<file path="config.mk">
export PLATFORM = sky130hd
export DESIGN_NAME = imm_gen_pipe
export DESIGN_NICKNAME = d
export VERILOG_FILES = /design/src/rtl/imm_gen_pipe.sv
export SDC_FILE = /design/constraint.sdc
export NUM_CORES = 1
export LEC_CHECK = 0
export ABC_AREA = 1
export CAP_MARGIN = 10
export CORE_MARGIN = 2
export CORE_UTILIZATION = 31
export CTS_BUF_LIST = sky130_fd_sc_hd__clkbuf_4
export DETAILED_ROUTE_END_ITERATION = 16
export PLACE_DENSITY = 0.63
export SYNTH_ARGS = -nofsm -noshare
export SYNTH_HDL_FRONTEND = slang
export SYNTH_SLANG_ARGS = --single-unit
</file>
<file path="constraint.sdc">
create_clock -name clk -period 1.35 [get_ports clk]
set_clock_uncertainty 0.15 [all_clocks]
set_input_delay 0.27 -clock clk [delete_from_list [all_inputs] [get_ports clk]]
set_output_delay 0.27 -clock clk [all_outputs]
set_load 0.05 [all_outputs]
</file>
<file path="src/rtl/imm_gen_pipe.sv">
// Pipelined immediate generator: decodes the IR immediate field selected by in_mode
// into a DATA_W-bit operand behind a valid/ready handshake. Define IMM_SKID_EN for a 2-entry skid buffer.
module imm_gen_pipe #(
    parameter int unsigned DATA_W  = 32,
    parameter int unsigned SHIFT_W = 2
) (
    input  logic              clk,
    input  logic              rst_n,
    input  logic              in_valid,
    output logic              in_ready,
    input  logic [31:0]       in_instr,
    input  logic [2:0]        in_mode,
    output logic              out_valid,
    input  logic              out_ready,
    output logic [DATA_W-1:0] out_imm,
    output logic              out_err
);

    localparam int unsigned FIELD_W = 26;

    typedef struct packed {
        logic [DATA_W-1:0] imm;
        logic              err;
    } entry_t;

    // Immediate decode; only instr[25:0] ever feeds an immediate.
    function automatic entry_t decode(input logic [FIELD_W-1:0] instr, input logic [2:0] mode);
        entry_t             e;
        logic signed [15:0] half;
        logic signed [31:0] upper;
        half  = instr[15:0];
        upper = {instr[15:0], 16'h0000};
        e.imm = '0;
        e.err = 1'b0;
        case (mode)
            3'b000:  e.imm = DATA_W'(half);
            3'b001:  e.imm = DATA_W'(half) << SHIFT_W;
            3'b010:  e.imm = DATA_W'(instr[25:0]) << SHIFT_W;
            3'b011:  e.imm = DATA_W'(instr[10:6]);
            3'b100:  e.imm = DATA_W'(instr[15:0]);
            3'b101:  e.imm = DATA_W'(upper);
            default: e.err = 1'b1;
        endcase
        return e;
    endfunction

    entry_t in_entry;
    logic   accept;
    logic   unused_instr_hi;

    assign in_entry        = decode(in_instr[FIELD_W-1:0], in_mode);
    assign accept          = in_valid && in_ready;
    assign unused_instr_hi = ^in_instr[31:FIELD_W];

`ifdef IMM_SKID_EN
    logic   skid_valid;
    entry_t skid_q;

    assign in_ready = !skid_valid;

    // Main register refills from skid first so ordering is preserved.
    always_ff @(posedge clk) begin
        if (!rst_n) begin
            out_valid  <= 1'b0;
            out_imm    <= '0;
            out_err    <= 1'b0;
            skid_valid <= 1'b0;
            skid_q     <= '0;
        end else if (!out_valid || out_ready) begin
            if (skid_valid) begin
                out_valid  <= 1'b1;
                out_imm    <= skid_q.imm;
                out_err    <= skid_q.err;
                skid_valid <= 1'b0;
            end else begin
                out_valid <= accept;
                if (accept) begin
                    out_imm <= in_entry.imm;
                    out_err <= in_entry.err;
                end
            end
        end else if (accept) begin
            skid_valid <= 1'b1;
            skid_q     <= in_entry;
        end
    end
`else
    assign in_ready = !out_valid || out_ready;

    // Single stage: load whenever the register is free or being drained.
    always_ff @(posedge clk) begin
        if (!rst_n) begin
            out_valid <= 1'b0;
            out_imm   <= '0;
            out_err   <= 1'b0;
        end else if (in_ready) begin
            out_valid <= in_valid;
            if (in_valid) begin
                out_imm <= in_entry.imm;
                out_err <= in_entry.err;
            end
        end
    end
`endif

endmodule

</file>
**Yosys cells after proc, flatten, opt, wreduce, memory -nomap -nowiden**

Cells that the tools add are included.

- Equal/unequal tests: 5
- Multiplexer cells: 2
- Reduce and logical (&&, ||, !) cells: 5

Operators with widths:

| operator | number |
|---|---|
| $pmux 32 s6 | 1 |
| $eq 3x2->1 const B | 2 |
| $eq 3x3->1 const B | 2 |
| $reduce_or 6->1 | 1 |
| $eq 3x1->1 const B | 1 |
| $logic_not 3->1 | 1 |
| $reduce_and 2->1 | 1 |
| $logic_not 1->1 | 1 |
| $logic_or 1x1->1 | 1 |
| $mux 1 | 1 |

- Flip-flop bits (word level): 34

**Depth between registers and ports, before layout**

Gate-level depths: netlist of run 1.

- Word-level depth: 3
- Gate-level depth with buffers: 9
- Depth with buffers taken out: 8

**Worst setup path before layout of run 1**

No wires, ideal clock.

- Kind: reg2reg
- Start: register out_valid
- End: register out_imm[10]
- Setup time: 0.138 ns
- Data arrival time: 1.674 ns
- Required time: 1.062 ns
- Slack: -0.612 ns
- Stages on the path, launching flop included: 7
- Buffers on the path: 1
- Period minus slack after synthesis: 1.962 ns
- Path through: dfxtp_1 -> nand2_1 -> nand2_2 -> inv_2 -> buf_2 -> nand2_1 -> a21oi_2

- Longest elaborated chain between the ends: 3

Ends and longest elaborated chain:

| item | line | text |
|---|---|---|
| start: declaration | 13 | `output logic out_valid,` |
| start signal: assignment | 97 | `out_valid <= in_valid;` |
| $logic_not 1->1 | 88 | `assign in_ready = !out_valid \|\| out_ready;` |
| $logic_or 1x1->1 | 88 |  |
| net in_ready | 10 | `output logic in_ready,` |
| $reduce_and 2->1 (no source line) | n/a |  |
| end signal: assignment | 99 | `out_imm <= in_entry.imm;` |
| end: declaration | 15 | `output logic [DATA_W-1:0] out_imm,` |

The timed path passes the listed nets, and every way through them passes these cells.
A chain may end at the register's enable or synchronous reset.

**Worst setup path in the final report of run 1**

- Start: register out_valid
- End: output out_valid

No word-level cell between the ends.

==> results.cfg, run 1 <==
[run_status]
outcome = finished, violations left
violations = negative setup slack

[timing]
report.final.slew_viol_count = 0
hold_violations = 0
min_period_ns = 1.392
fmax_mhz = 718.5
setup_viol = 2
timing.slew.headroom_pct = 85.95
setup_slack_ns = -0.04184
rsz0062_at_grt = true
tightest_slew_ns = 0.2100
tns_ns = -0.05205
min_period_over_period_pct = 103.1

[routing]
drc = 0
dr.pass1.iters = 4
vias = 2044
wl_per_cell_microns = 12.79
detail-route-antenna-nets = 0
drtIter0Drc = 126
vias_per_cell = 4.710
drt_wl_total_microns = 5553

[worst_setup_path]
cp.required_ns = 0.93
worstSetupStartpointType = register
worstSetupPathType = register to primary output
worstSetupStartpoint = out_valid
r2r_cells = 7
worstPathArrival_ns = 0.97
worstPathMaxFanout = 2
endpoint = out_valid
r2r_start = out_valid
r2r_end = out_imm[15]
endpoint_kind = primary output
ff2ff_setup_slack_ns = 0.15

[clock_network]
cts-root-buf = clkbuf_4
cts_tree = built
clkLatencyLatePin_ns = 0.34
cts_made_buffers = 5
htreeDepth = 2
clk_pin_slew_ns = 0.11
cts_buffer_depth = 2
clock_sinks = 34

[grt]
antenna_found_initial = 0
grt_pass1_vias = 1966
grt-ovfl-total = 0
grt_pass1_wl_microns = 9149
grt_max_degree = 20
grtUsageTotal_pct = 17.79

[synthesis]
synth-seq-area-share_pct = 36.29
synth_edf_count = 0
synthAdderAreaFrac_pct = 0
synth_seq_cells = 34
synthMuxAreaShare_pct = 0
syn_inst = 272
synth_nets = 311
async_flop_share_pct = 0
avgSynthCellArea_sq_um = 6.895
synth_compound_area_share_pct = 12.07
synth.distinct_cells = 26
synth_warnings = 0
ys.flop_type = dfxtp_1
synth_top_family_by_area = simple AND/OR/NAND/NOR gates
yosys.area_share.simple_pct = 41.29
syn_area_sq_mm = 0.001876
synth-xor-area-share_pct = 0

[placed_design]
io_buffers = 67
gp_congestion = 0.8658
place_inst = 418
placed_cell_area_sq_mm = 0.003122
dp_hpwl_microns = 4149

[floorplan]
ios = 74
dieArea_sq_mm = 0.006688
row_count = 28
core_sq_mm = 0.005886
initial_core_util_pct = 31.87
die_w_microns = 81.78
die_h_microns = 81.78

[power]
p_leak_nw = 1.380
power.density_mw_per_mm2 = 769.5
ir_drop_mv = 0.4671

[finish]
fin_area_sq_mm = 0.003323
drive_gt1_share_pct = 37.60
nets = 397
postLayoutCoreUtil_pct = 56.46
area_delta_synth_final_pct = 77.18
insertedDiodeCount = 0
fin_cells = 434

[job]
cap_violations = 0

[min_path]
hold_path_class = input pin to register
worst max-delay path: stages (launching register included):
cell and delay, ns:
dfxtp_4 0.38, buf_6 0.12, buf_12 0.13
power breakdown:
| part | total (W) | internal (W) | leakage (nW) | switching (W) |
|---|---|---|---|---|
| logic | 0.000887 | 0.000427 | 1.06 | 0.000460 |
| clock network | 0.000563 | 0.000193 | 0.0286 | 0.000369 |
| registers | 0.00111 | 0.00106 | 0.290 | 0.0000510 |
| total | 0.00256 | 0.00168 | 1.38 | 0.000881 |
per-stage QoR:
stage	power, W	worst slack (ns)	hold slack [ns]
2_1_floorplan	0.001534	0.02238	0.2584
5_1_grt	0.002703	-0.08447	0.2186
3_5_place_dp	0.001972	-0.4625	0.3411
3_3_place_gp	0.001972	-0.4549	0.3412
6_report	0.002557	-0.04184	0.2110
4_1_cts	0.002572	-0.05544	0.1894
cells in the final DEF, fill, tap and decap left out:
cell and count:
nand2_4 2, buf_12 42, nand2_8 2, a21oi_2 11, nand3_4 3, nand2_2 10, clkinv_4 1, inv_4 1
dfxtp_2 27, clkdlybuf4s50_1 28, nand3_1 28, inv_6 3, buf_6 2, dlygate4sd2_1 4, inv_2 2, o2111ai_1 1
clkinvlp_4 1, nand2_1 115, clkinv_2 1, nor2_1 3, clkbuf_4 5, nor2_8 1, nand4_1 5, dfxtp_4 1
o21ai_0 3, dfxtp_1 6, inv_1 8, a21oi_1 22, nor2_4 2, clkinv_1 1, buf_4 18
metal layers:
layer	GRT usage, %	share of wire, %
met5	0	0
met4	4.000	0.70
met3	4.615	6.1
met2	29.02	47
met1	23.54	46
state kept, by name, indices dropped and copies added (netlist names):
signal	flops
out_err	1
out_valid	1
out_imm	32
layout make-up:
cell class | count | area [sq um]
Timing Repair inverter | 1 | 3.754
Sequential cell | 34 | 718.2
Clock buffer | 5 | 37.54
Tap cell | 75 | 93.84
Inverter | 14 | 75.07
Clock inverter | 3 | 16.27
Multi-Input combinational cell | 208 | 1065
Fill cell | 553 | 2562
Timing Repair Buffer | 94 | 1314
cell usage after synthesis, types with 3 or more instances:
cell type    n  area share, %
a21oi_1     23            6.1
a21oi_2     10            4.7
buf_2        9            2.4
buf_6        4            2.4
dfxtp_1     34             36
inv_1        9            1.8
nand2_1    116             23
nand2_2     11            3.7
nand3_1     28            7.5
nand4_1      5            1.7
nor2_1       3           0.60
o21ai_0      3           0.80
repair_timing:
item / in CTS / in global routing
cloned: 2 / 1
gates resized for setup: 11 / 31
pin swaps: 4 / 2
endpoints found under the setup margin: 33 / 56
buffers inserted: 6 / 0
hold buffers: 0 / 0
cell families (layout without fill, tap and decap cells):
| logic type | Yosys count | in the layout |
|---|---|---|
| flops | 34 | 34 |
| buf+inv | 32 | 117 |
| compound gates | 37 | 37 |
| simple gates | 169 | 171 |
how the worst min path moves through the flow:
stage                        endpoint         from  cells past startpoint
after floorplan               out_err        rst_n                      2
after global placement    out_imm[24]  out_imm[24]                      2
after detailed placement  out_imm[28]  out_imm[28]                      2
after CTS                   out_valid    out_ready                      4
after global routing        out_valid    out_ready                      4
final                       out_valid    out_ready                      4
Note: power is estimated with default switching activity, not from simulation.
==> inputs of run 2 (changes only) <==
--- a/config.mk
+++ b/config.mk
@@ -9,7 +9,6 @@
 export CAP_MARGIN = 10
 export CORE_MARGIN = 2
 export CORE_UTILIZATION = 31
-export CTS_BUF_LIST = sky130_fd_sc_hd__clkbuf_4
 export DETAILED_ROUTE_END_ITERATION = 16
 export PLACE_DENSITY = 0.63
 export SYNTH_ARGS = -nofsm -noshare
==> constraint.sdc (replaced) <==
create_clock -name clk -period 1.6 [get_ports clk]
set_clock_uncertainty 0.15 [all_clocks]
set_input_delay 0.32 -clock clk [delete_from_list [all_inputs] [get_ports clk]]
set_output_delay 0.32 -clock clk [all_outputs]
set_load 0.05 [all_outputs]
==> results.cfg, run 2 (synthesis gave the netlist of run 1 again) <==
[run_status]
outcome = complete, no violations

[power]
ir_drop_mv = 0.3332
power.density_mw_per_mm2 = 730.8
p_leak_nw = 1.307

[timing]
report.final.slew_viol_count = 0
setup_viol = 0
timing.slew.headroom_pct = 84.43
tightest_slew_ns = 0.2329
min_period_ns = 1.526
fmax_mhz = 655.4
min_period_over_period_pct = 95.37
hold_violations = 0

[finish]
top_regs = out_imm: 32 flops, out_err: 1 flops, out_valid: 1 flops
largest_register_ffs = 32
postLayoutCoreUtil_pct = 53.66
nets = 387
area_delta_synth_final_pct = 68.38
multi_input_area_sq_mm = 0.001012
top_register = out_imm
fin_cells = 424
layout_commonest_cell = nand2_1
final_cell_mix = 115 x nand2_1, 38 x buf_12, 33 x dfxtp_1
insertedDiodeCount = 0
seqCellArea_sq_um = 681.9
n_fill_cell = 539
drive_gt1_share_pct = 27.51

[grt]
grt_pass1_wl_microns = 9004
grt_pass1_vias = 1894
antenna_found_initial = 0
grtUsageTotal_pct = 17.72
grt_max_degree = 34
grt-ovfl-total = 0

[worst_setup_path]
worstSetupPathType = input pin to primary output
cp.required_ns = 1.13
r2r_start = out_valid
r2r_end = out_err
worstPathMaxFanout = 3
worstPathArrival_ns = 1.06
r2r_cells = 6
endpoint_kind = primary output
worstSetupStartpointType = input pin
ff2ff_setup_slack_ns = 0.31

[floorplan]
row_count = 28
initial_core_util_pct = 31.87
core_sq_mm = 0.005886
ios = 74
die_w_microns = 81.78
die_h_microns = 81.78
dieArea_sq_mm = 0.006688

[min_path]
hold_end = out_imm[25]
min_path_cells = 2
hold_path_class = register to register
hp-start = out_imm[25]

[clock_network]
clkLatencyLatePin_ns = 0.29
cts_buffer_depth = 2
htreeDepth = 2
holdBufCountCts = 0
postCtsSetupRepairBufs = 0
cts-root-buf = clkbuf_8
cts_made_buffers = 5
clock_sinks = 34
cts_tree = built
clk_pin_slew_ns = 0.07

[routing]
vias = 1989
detail-route-antenna-nets = 0
wl_per_cell_microns = 13.19
dr.pass1.iters = 4
drtIter0Drc = 97
drt_wl_total_microns = 5592
drc = 0
vias_per_cell = 4.691

[placed_design]
gp_congestion = 0.8562
io_buffers = 67
place_inst = 417
dp_hpwl_microns = 4165

[job]
cap_violations = 0
[run 2: cell types whose count changed in the layout (fill, tap and decap cells not counted), sizes merged, moves of 2 or more]
cell and delta:
clkdlybuf4s50 +4, dlygate4sd2 -4, buf -7, clkbuf +2
[run 2: per-layer routing]
| layer | vias up | track usage (%) | wire length, microns |
|---|---|---|---|
| li1 | 1024 | - | - |
| met1 | 890 | 22.65 | 2467 |
| met2 | 68 | 28.70 | 2651 |
| met3 | 7 | 4.615 | 393 |
| met4 | 0 | 6.333 | 79 |
| met5 | - | 0 | 0 |
[run 2: worst max path at each step]
stage          startpoint           to  cells after the start
5_1_grt        in_mode[1]  out_imm[19]                      8
3_5_place_dp   in_mode[1]   out_imm[2]                      9
2_1_floorplan   out_valid  out_imm[10]                      6
4_1_cts         out_ready     in_ready                      4
3_3_place_gp   in_mode[1]   out_imm[2]                      9
6_report        out_ready     in_ready                      4
[run 2: repair_timing]
item                                    in CTS  in global routing
endpoints found under the hold margin        0                  0
pin swaps                                    0                  0
gates cloned                                 0                  0
endpoints found under the setup margin       1                  9
gates resized for setup                      0                  3
[run 2: final cells by class]
cell class,count,share of cell area (%)
Sequential cell,34,21.59
Clock buffer,7,2.734
Clock inverter,1,0.1585
Timing Repair Buffer,87,38.27
Inverter,14,2.219
Tap cell,75,2.971
Multi-Input combinational cell,206,32.05
[run 2: power by group]
part,switching [W],internal [W]
sequential,0.0000423,0.000886
clock,0.000333,0.000347
combinational,0.000371,0.000328
[run 2: worst max-delay path, cell delays in order]
cell and delay, ns:
clkdlybuf4s50_1 0.45, inv_1 0.04, nand2_2 0.10, buf_12 0.14
[run 2: through the flow]
| step | TNS, ns | power (W) | area (sq um) | setup WS (ns) | hold slack (ns) |
|---|---|---|---|---|---|
| 5_1_grt | -0.006245 | 0.002413 | 3158 | -0.006220 | 0.3757 |
| 6_report | 0 | 0.002308 | 3158 | 0.07414 | 0.3513 |
| 2_1_floorplan | 0 | 0.001290 | 1879 | 0.03699 | 0.3084 |
| 4_1_cts | 0 | 0.002326 | 3144 | 0.06739 | 0.3560 |
| 3_5_place_dp | -6.417 | 0.001646 | 3060 | -0.2484 | 0.3445 |
| 3_3_place_gp | -5.425 | 0.001640 | 3060 | -0.1990 | 0.3418 |
